File: src/rtl/spin_dac_feeder.sv
// Transmit sample feeder: buffers I/Q pairs, prefills, then hands one MSB-aligned pair to the
// AD9361 core per dac_valid_i0 strobe. Define SPIN_DAC_TONE_EN to add the tone_en ramp generator.
module spin_dac_feeder #(
    parameter int DATA_WIDTH    = 12,
    parameter int ADDR_WIDTH    = 4,
    parameter int PREFILL_LEVEL = 8
) (
    input  logic                         l_clk,
    input  logic                         rst,
    input  logic                         tx_start,
    input  logic                         wr_valid,
    output logic                         wr_ready,
    input  logic signed [DATA_WIDTH-1:0] re_data_in,
    input  logic signed [DATA_WIDTH-1:0] im_data_in,
    input  logic                         dac_enable_i0,
    input  logic                         dac_valid_i0,
`ifdef SPIN_DAC_TONE_EN
    input  logic                         tone_en,
`endif
    output logic [15:0]                  dac_data_i0,
    output logic [15:0]                  dac_data_q0,
    output logic                         dac_dunf,
    output logic [ADDR_WIDTH:0]          fifo_level,
    output logic [15:0]                  underrun_count,
    output logic                         streaming
);

    localparam int                  DEPTH    = 2 ** ADDR_WIDTH;
    localparam logic [ADDR_WIDTH:0] FULL_LVL = (ADDR_WIDTH + 1)'(DEPTH);
    localparam logic [ADDR_WIDTH:0] PRE_LVL  = (ADDR_WIDTH + 1)'(PREFILL_LEVEL);
    localparam logic [ADDR_WIDTH:0] LVL_ONE  = (ADDR_WIDTH + 1)'(1);
    localparam logic [ADDR_WIDTH-1:0] PTR_ONE = ADDR_WIDTH'(1);

    typedef enum logic [1:0] {
        S_IDLE,
        S_PREFILL,
        S_STREAM,
        S_UNDERRUN
    } state_t;

    state_t state, state_nxt;

    logic signed [DATA_WIDTH-1:0] mem_re [DEPTH];
    logic signed [DATA_WIDTH-1:0] mem_im [DEPTH];
    logic [ADDR_WIDTH-1:0]        wr_ptr, rd_ptr;
    logic [ADDR_WIDTH:0]          level;

    logic run, flush, push, pop, underrun, tone_act;
    logic [15:0] data_i_p1, data_q_p1;
    logic        dunf_p1;
    logic [15:0] unf_cnt;

    function automatic logic [15:0] align_msb(input logic [DATA_WIDTH-1:0] s);
        logic [15:0] r;
        r = '0;
        r[15 -: DATA_WIDTH] = s;
        return r;
    endfunction

    // Stage p0: request decode and FIFO bookkeeping
    assign run      = tx_start & dac_enable_i0;
    assign flush    = ~run & (state != S_IDLE);
    assign wr_ready = ~rst & (level != FULL_LVL);
    assign pop      = (state == S_STREAM) & run & dac_valid_i0 & (level != '0) & ~tone_act;
    assign underrun = (state == S_STREAM) & run & dac_valid_i0 & (level == '0) & ~tone_act;
    // A full FIFO still takes a write when the same cycle frees a slot.
    assign push     = wr_valid & (wr_ready | pop) & ~flush;

`ifdef SPIN_DAC_TONE_EN
    logic [DATA_WIDTH-1:0] ramp_p0;

    assign tone_act = tone_en & run & ((state == S_STREAM) | (state == S_PREFILL));

    always_ff @(posedge l_clk or posedge rst) begin
        if (rst) begin
            ramp_p0 <= '0;
        end else if (state == S_IDLE) begin
            ramp_p0 <= '0;
        end else if (tone_act && dac_valid_i0) begin
            ramp_p0 <= ramp_p0 + DATA_WIDTH'(1);
        end
    end
`else
    assign tone_act = 1'b0;
`endif

    always_ff @(posedge l_clk) begin
        if (push) begin
            mem_re[wr_ptr] <= re_data_in;
            mem_im[wr_ptr] <= im_data_in;
        end
    end

    always_ff @(posedge l_clk or posedge rst) begin
        if (rst) begin
            wr_ptr <= '0;
            rd_ptr <= '0;
            level  <= '0;
        end else if (flush) begin
            wr_ptr <= '0;
            rd_ptr <= '0;
            level  <= '0;
        end else begin
            if (push) wr_ptr <= wr_ptr + PTR_ONE;
            if (pop)  rd_ptr <= rd_ptr + PTR_ONE;
            if (push && !pop)      level <= level + LVL_ONE;
            else if (pop && !push) level <= level - LVL_ONE;
        end
    end

    always_ff @(posedge l_clk or posedge rst) begin
        if (rst) state <= S_IDLE;
        else     state <= state_nxt;
    end

    always_comb begin
        state_nxt = state;
        case (state)
            S_IDLE: begin
                if (run) state_nxt = S_PREFILL;
            end
            S_PREFILL: begin
                if (!run)                             state_nxt = S_IDLE;
                else if (tone_act || level >= PRE_LVL) state_nxt = S_STREAM;
            end
            S_STREAM: begin
                if (!run)          state_nxt = S_IDLE;
                else if (underrun) state_nxt = S_UNDERRUN;
            end
            S_UNDERRUN: begin
                state_nxt = run ? S_PREFILL : S_IDLE;
            end
            default: state_nxt = S_IDLE;
        endcase
    end

    // Stage p1: registered outputs to the core
    always_ff @(posedge l_clk or posedge rst) begin
        if (rst) begin
            data_i_p1 <= '0;
            data_q_p1 <= '0;
            dunf_p1   <= 1'b0;
            unf_cnt   <= '0;
        end else begin
            dunf_p1 <= underrun;
            if (underrun && unf_cnt != 16'hFFFF) unf_cnt <= unf_cnt + 16'd1;
            if (flush) begin
                data_i_p1 <= '0;
                data_q_p1 <= '0;
            end else if (dac_valid_i0) begin
`ifdef SPIN_DAC_TONE_EN
                if (tone_act) begin
                    data_i_p1 <= align_msb(ramp_p0);
                    data_q_p1 <= align_msb(~ramp_p0);
                end else
`endif
                if (pop) begin
                    data_i_p1 <= align_msb(mem_re[rd_ptr]);
                    data_q_p1 <= align_msb(mem_im[rd_ptr]);
                end else begin
                    data_i_p1 <= '0;
                    data_q_p1 <= '0;
                end
            end
        end
    end

    assign dac_data_i0    = data_i_p1;
    assign dac_data_q0    = data_q_p1;
    assign dac_dunf       = dunf_p1;
    assign fifo_level     = level;
    assign underrun_count = unf_cnt;
    assign streaming      = (state == S_STREAM);

endmodule
File: config.mk
export PLATFORM = sky130hd
export DESIGN_NAME = spin_dac_feeder
export DESIGN_NICKNAME = d
export VERILOG_FILES = /design/src/rtl/spin_dac_feeder.sv
export SDC_FILE = /design/constraint.sdc
export NUM_CORES = 1
export LEC_CHECK = 0
export ABC_AREA = 1
export BUFFER_PORTS_ARGS = -buffer_cell sky130_fd_sc_hd__buf_4
export CAP_MARGIN = 20
export CORE_AREA = 2 2 197 199
export CTS_BUF_LIST = sky130_fd_sc_hd__clkbuf_2 sky130_fd_sc_hd__clkbuf_4 sky130_fd_sc_hd__clkbuf_8
export DETAILED_ROUTE_END_ITERATION = 8
export DIE_AREA = 0 0 199 201
export PLACE_DENSITY = 0.77
export SYNTH_ARGS = -nofsm -noshare
export SYNTH_HDL_FRONTEND = slang
export SYNTH_SLANG_ARGS = --single-unit
File: constraint.sdc
create_clock -name l_clk -period 3.9 [get_ports l_clk]
set_clock_uncertainty 0.05 [all_clocks]
set_input_delay 0.975 -clock l_clk [delete_from_list [all_inputs] [get_ports l_clk]]
set_output_delay 0.975 -clock l_clk [all_outputs]
set_load 0.03 [all_outputs]
==> results of run 1 <==
==> cell type report <==
cell class / count / area [µm²] / area share, %
Clock buffer: 94 / 1190 / 5.77
Sequential cell: 440 / 12900 / 62.9
Inverter: 41 / 163 / 0.790
Clock inverter: 30 / 220 / 1.07
Tap cell: 518 / 648 / 3.15
Multi-Input combinational cell: 939 / 4510 / 21.9
Timing Repair Buffer: 111 / 908 / 4.41
==> metrics by stage <==
step	hold slack [ns]	util [%]	instances
after CTS	0.437	54.0	2173
after global routing	0.463	54.0	2173
after floorplan	0.515	-	1513
after detailed placement	0.419	50.3	2049
final	0.430	54.0	2173
after global placement	0.420	50.3	2049
==> synthesized netlist by cell type (3+ instances only) <==
master,count
edfxtp_1,384
nor2_1,271
nand2_1,192
o21ai_0,173
o21ai_1,102
nand3_1,68
dfrtp_1,56
inv_1,36
clkbuf_1,32
o22ai_1,27
buf_2,26
o211ai_1,24
buf_4,15
a21oi_1,13
nor2_2,13
buf_6,12
xor2_1,12
ha_1,10
nor3_1,7
buf_1,5
xnor2_1,4
inv_2,3
==> per-layer routing <==
metal	vias up	track usage [%]	share of wire, %	wire length [µm]
met5	-	0	0	0
met4	0	9.17	3.3	1380
met3	98	4.77	9.2	3890
met2	581	32.9	47	19800
met1	5761	28.8	40	17000
li1	5520	-	-	-
==> kinds of logic after synthesis <==
| kind of cell | count (synthesis) | synth area share, % |
|---|---|---|
| and+or+nand+nor | 562 | 12.7 |
| other | 1 | 0.0208 |
| AOI/OAI and AO/OA | 342 | 10.0 |
| adders and majority gates | 11 | 0.804 |
| xor gates and xnor gates | 16 | 0.776 |
| buffers and inverters | 134 | 4.05 |
| DFF | 440 | 71.6 |
==> path summary, 6_finish.rpt <==
path                                         endpoint  cells after the start  slack, ns
max                           mem_re[13][2]$_DFFE_PP_                      8       1.20
min                        dac_data_i0[8]$_DFFE_PP0P_                      2       0.43
max reg2reg                   mem_re[13][2]$_DFFE_PP_                      8       1.20
min reg2reg                dac_data_i0[8]$_DFFE_PP0P_                      2       0.43
max in group asynchronous       rd_ptr[0]$_DFFE_PP0P_                      3       2.50
min in group asynchronous        state[0]$_DFFE_PP0P_                      3       0.64
==> flip-flops by register name, indices dropped and copies added (netlist names) <==
| signal | cells |
|---|---|
| dac_data_i0 | 12 |
| dac_data_q0 | 12 |
| dac_dunf | 1 |
| fifo_level | 5 |
| mem_im | 192 |
| mem_re | 192 |
| rd_ptr | 4 |
| state | 2 |
| underrun_count | 16 |
| wr_ptr | 4 |
==> critical path: cells and delay by family, from the launching register on <==
| family | cells | cell delay, ns |
|---|---|---|
| DFF | 1 | 0.48 |
| buffers and inverters | 1 | 0.16 |
| and+or+nand+nor | 7 | 1.59 |
==> cell usage in the layout (no fill, tap or decap), types with 3 or more instances in the layout <==
cell	n
o211ai_1	24
o21ai_1	102
nor2_1	254
xor2_1	12
buf_12	6
clkbuf_8	77
nand2_1	192
clkinv_1	12
xnor2_1	4
a21oi_1	13
dfrtp_1	53
bufinv_16	3
nor2_2	20
clkinvlp_4	3
clkinv_2	13
inv_2	3
nor2_4	12
inv_1	35
edfxtp_1	384
o21ai_0	173
conb_1	8
o22ai_1	27
nor3_1	7
buf_4	105
clkbuf_4	17
nand3_1	68
ha_1	10
==> report_power, final <==
part | internal (mW) | switching [mW] | leakage (nW)
logic | 0.286 | 0.634 | 2.44
registers | 5.27 | 0.0912 | 4.20
clock network | 2.18 | 1.77 | 0.747
==> reports/qor.yml, run 1 <==
placed_design:
  hpwl_um: 24000
  dp_slack_ns: 0.654
  placed_area_mm2: 0.0192
  gp_congestion: 0.865
  port_buffers: 77
global_route:
  grt_overflow_total: 0
  antenna_found_initial: 1
  grt_max_degree: 207
  grt_pass1_vias: 11800
  grtUsageTotal_pct: 21.2
  grt_pass1_wl_um: 65100
critical_path:
  max_stage_delay_ns: 0.66
  endpoint_kind: "flip-flop"
  timing.rr.start: "fifo_level[0]$_DFFE_PP0P_"
  cpMostUsedCell: "nand3_1"
  worstPathRequired_ns: 4.06
  path_class: "reg -> reg"
  cpMaxStageDelayCell: "nor2_4"
  worstSetupStartpoint: "fifo_level[0]$_DFFE_PP0P_"
  path_cells: "nor2_1 -> nand3_1 -> nand3_1 -> nand2_1 -> nand3_1 -> inv_1 -> nand2_1 -> nor2_4"
  cp_max_fo: 24
  cp-start-kind: "flip-flop"
  critPathArrivalTime_ns: 2.85
logic_synthesis:
  synth_cell_types: 37
  yosys.area.top_type_share_pct: 63.9
  synth-edff-count: 384
  synth_async_sr_flop_share_pct: 12.7
  yosys_warnings: 0
  synth.avg_cell_area_um2: 12.0
  synth_area_leaders: "edfxtp_1, dfrtp_1, nor2_1, o21ai_0, nand2_1"
  yosysSeqAreaShare_pct: 71.6
  netlist_instances: 1506
  synth-seq-cells: 440
  synth_top_flop_cell: "edfxtp_1"
  syn-cell-area_mm2: 0.0181
  synth_top_area_cell: "edfxtp_1"
drt:
  first_iter_violations: 1376
  drc: 0
  drtAntennaViolNets: 0
  vias: 12000
  viasPerCell: 5.50
  routed_wl_um: 42100
  wl_per_cell_um: 19.4
  firstDrtPassIters: 5
sta:
  worstMarginPinSlew_ns: 0.881
  period_share_pct: 69.1
  rsz0062_at_grt: "no"
  period_needed_ns: 2.70
  hold_violations: 0
  maxSlewViolCount: 0
  setup_ws_ns: 1.20
  max_freq_ghz: 0.371
  finalSetupTns_ns: 0
  slew_headroom_pct: 41.3
  setup_violations: 0
final_layout:
  n_fill_cell: 3053
  nets: 1644
  area_growth_pct: 14.0
  diodes: 0
  final_layout_size_suffix_gt1_share_pct: 16.4
  stdcell_area_mm2: 0.0206
clock_network:
  h-tree-depth: 3
  insertion_delay_ns: 0.60
  cts_root_buf: "clkbuf_8"
  cts_tree: "built"
  cts_setup_buffers: 0
  clkSinkCount: 440
  cts.repair.resized: 0
  tritoncts.num_buffers: 70
  cts-hold-fix-buffers: 0
  clock_path_buffers: 3
  clkTransAtPathRegs_ns: 0.06
floorplanning:
  ios: 86
  core_area_mm2: 0.0381
  die_x_um: 199
  die_area_mm2: 0.0400
  fp-row-count: 72
  die_h_um: 201
  start_util_pct: 47.4
min_path:
  hp-class: "reg -> reg"
  hp-start: "dac_data_i0[8]$_DFFE_PP0P_"
pwr:
  leakage_nw: 7.39
  worst_ir_drop_vdd_v: 0.000224
  powerDensity_mw_per_mm2: 497
  power_mw: 10.2
flow_run:
  cap_violations: 0
outcome:
  status: "finished, final reports clean"
No activity file was read; power rests on OpenSTA's default activity.
==> run 2, diff against run 1 <==
PLACE_DENSITY = 0.79   (was 0.77)
clock period = 2.4 ns   (was 3.9 ns; I/O delays follow)
==> run 2 against run 1 <==
  * Via count increased by 3.7%
  * Combinational power increased by 100%
  * Critical path depth shrank 2
  * Setup slack got worse by 1.1 ns
  * Clock power grew 59%
  * First-iteration DRC count grew 15%
  * Hold slack lost 0.17 ns
  * Critical path type is now reg -> out
  * Largest cell class unchanged
  * Largest power group unchanged
==> reports/qor.yml, run 2 (synthesis results as in run 1) <==
outcome:
  status: "finished, final reports clean"  # unchanged
final_layout:
  final_cell_mix: "edfxtp_1, nor2_1, nand2_1, o21ai_0, buf_4"  # unchanged
  nets: 1689  # was 1644
  n_fill_cell: 2985  # was 3053
  final_common_cell: "edfxtp_1"  # unchanged
  diodes: 0  # unchanged
  area_growth_pct: 18.0  # was 14.0%
  multiInputGateArea_mm2: 0.00460  # was 0.00451 mm²
  final_cells: 2216  # was 2173
  final_layout_size_suffix_gt1_share_pct: 19.3  # was 16.4%
  regArea_mm2: 0.0129  # unchanged
sta:
  max_freq_ghz: 0.434
  whs_ns: 0.258  # was 0.430 ns
  period_needed_ns: 2.31
  hold_violations: 0  # unchanged
  setup_violations: 0  # unchanged
  period_share_pct: 96.1
  worstMarginPinSlew_ns: 0.807  # was 0.881 ns
  slew_headroom_pct: 46.2  # was 41.3%
  maxSlewViolCount: 0  # unchanged
global_route:
  grtUsageTotal_pct: 22.6  # was 21.2%
  grt_pass1_wl_um: 68700  # was 65100 µm
  grt_overflow_total: 0  # unchanged
  grt_pass1_vias: 12300  # was 11800
  antenna_found_initial: 0  # was 1
  grt_max_degree: 89  # was 207
drt:
  vias: 12400  # was 12000
  viasPerCell: 5.60  # was 5.50
  firstDrtPassIters: 5  # unchanged
  drtAntennaViolNets: 0  # unchanged
  wl_per_cell_um: 20.2  # was 19.4 µm
  routed_wl_um: 44800  # was 42100 µm
  first_iter_violations: 1586  # was 1376
  drc: 0  # unchanged
placed_design:
  gp_congestion: 0.888  # was 0.865
  port_buffers: 77  # unchanged
  dp.cells: 2094  # was 2049
  hpwl_um: 28100  # was 24000 µm
clock_network:
  clkSinkCount: 440  # unchanged
  clkTransAtPathRegs_ns: 0.06  # about the same
  h-tree-depth: 3  # unchanged
  cts_tree: "built"  # unchanged
  cts-hold-fix-buffers: 0  # unchanged
  cts_root_buf: "clkbuf_8"  # unchanged
  clock_path_buffers: 3  # unchanged
  insertion_delay_ns: 0.61  # was 0.60 ns
  tritoncts.num_buffers: 68  # was 70
critical_path:
  critPathArrivalTime_ns: 1.66  # was 2.85 ns
  cp-start-kind: "flip-flop"  # unchanged
  cp_max_fo: 2  # was 24
  path_class: "reg -> out"  # was reg -> reg
  endpoint_kind: "primary output"  # was flip-flop
  worstPathRequired_ns: 1.75  # was 4.06 ns
pwr:
  powerDensity_mw_per_mm2: 790  # was 497 mW/mm²
  clockPowerShare_pct: 37.5  # was 38.6%
  leakage_nw: 7.71  # was 7.39 nW
  switching_share_pct: 25.2  # was 24.4%
  p_int_mw: 12.6  # was 7.74 mW
  power_switching_mw: 4.24  # was 2.50 mW
  pwr-share-seq_pct: 51.5  # was 52.4%
  power_frac_comb_pct: 11.0  # was 9.0%
  worst_ir_drop_vdd_v: 0.000388  # was 0.000224 V
flow_run:
  cap_violations: 0  # unchanged
floorplanning:
  fp-row-count: 72  # unchanged
  die_area_mm2: 0.0400  # unchanged
  core_area_mm2: 0.0381  # unchanged
  start_util_pct: 47.4  # unchanged
  ios: 86  # unchanged
  die_x_um: 199  # unchanged
  die_h_um: 201  # unchanged
min_path:
  hp-class: "in -> async"  # was reg -> reg
-- run 2: cell types whose count changed in the layout (fill, tap and decap cells not counted), sizes merged --
cell      before  now
clkinvlp       3    4
clkinv        26   16
clkbuf        94   95
buf          111  158
inv           39   44
bufinv         3    2
-- run 2: cell type report --
cell class | instances | share of cell area (%)
clock inverter | 25 | 1.03
inverter | 41 | 0.787
tap | 518 | 3.04
sequential | 440 | 60.8
clock buffer | 95 | 5.43
multi-input combinational | 939 | 21.6
timing repair buffer | 158 | 7.33
-- run 2: power groups by stage --
stage	registers, mW	logic [mW]	clock network (mW)
final	8.67	1.86	6.31
after global routing	8.69	2.03	6.72
after CTS	8.66	1.82	6.42
after detailed placement	8.82	1.80	0
after global placement	8.81	1.76	0
after floorplan	8.94	0.939	0
-- run 2: stage by stage --
| step | power [mW] | setup slack [ns] | utilization [%] | instance area (µm²) | TNS (ns) |
|---|---|---|---|---|---|
| floorplan | 9.88 | -0.631 | - | 18200 | -123.34 |
| global placement | 10.6 | -0.0571 | 52.2 | 19900 | -1.33 |
| detailed placement | 10.6 | -0.0948 | 52.2 | 19900 | -15.84 |
| CTS | 16.9 | 0.0187 | 55.8 | 21300 | 0 |
| global route | 17.4 | -0.000217 | 55.9 | 21300 | -0.000217 |
| finish | 16.8 | 0.0937 | 55.9 | 21300 | 0 |
-- run 2: worst paths after layout --
| path | start | to | slack (ns) | cells past startpoint |
|---|---|---|---|---|
| min in group l_clk | im_data_in[5] | mem_im[11][5]$_DFFE_PP_ | 0.27 | 1 |
| worst max-delay path | fifo_level[0]$_DFFE_PP0P_ | wr_ready | 0.09 | 6 |
| worst min register to register | dac_data_i0[5]$_DFFE_PP0P_ | dac_data_i0[5]$_DFFE_PP0P_ | 0.43 | 2 |
| worst min-delay path | rst | dac_data_i0[14]$_DFFE_PP0P_ | 0.26 | 3 |
| max in group asynchronous | rst | rd_ptr[1]$_DFFE_PP0P_ | 1.44 | 3 |
| worst max register to register | state[0]$_DFFE_PP0P_ | mem_im[8][3]$_DFFE_PP_ | 0.17 | 11 |
-- run 2: repair_timing --
item | in CTS | in global routing
setup buffers | 0 | 2
gates resized for setup | 0 | 8
endpoints found under the setup margin | 0 | 124
-- run 2: worst max-delay path: stages (launching register included) --
cell     delay [ns]
dfrtp_1        0.39
nor2_2         0.15
nand3_2        0.09
nand2_2        0.10
inv_4          0.04
buf_4          0.12
buf_4          0.16
-- run 2: per-layer routing --
metal	track usage [%]	up-vias	part of all wire, %	routed length [µm]
li1	-	5609	-	-
met1	30.6	6001	39	17700
met2	34.9	688	47	20800
met3	5.95	110	11	4900
met4	9.09	0	3.1	1380
met5	0	-	0	0
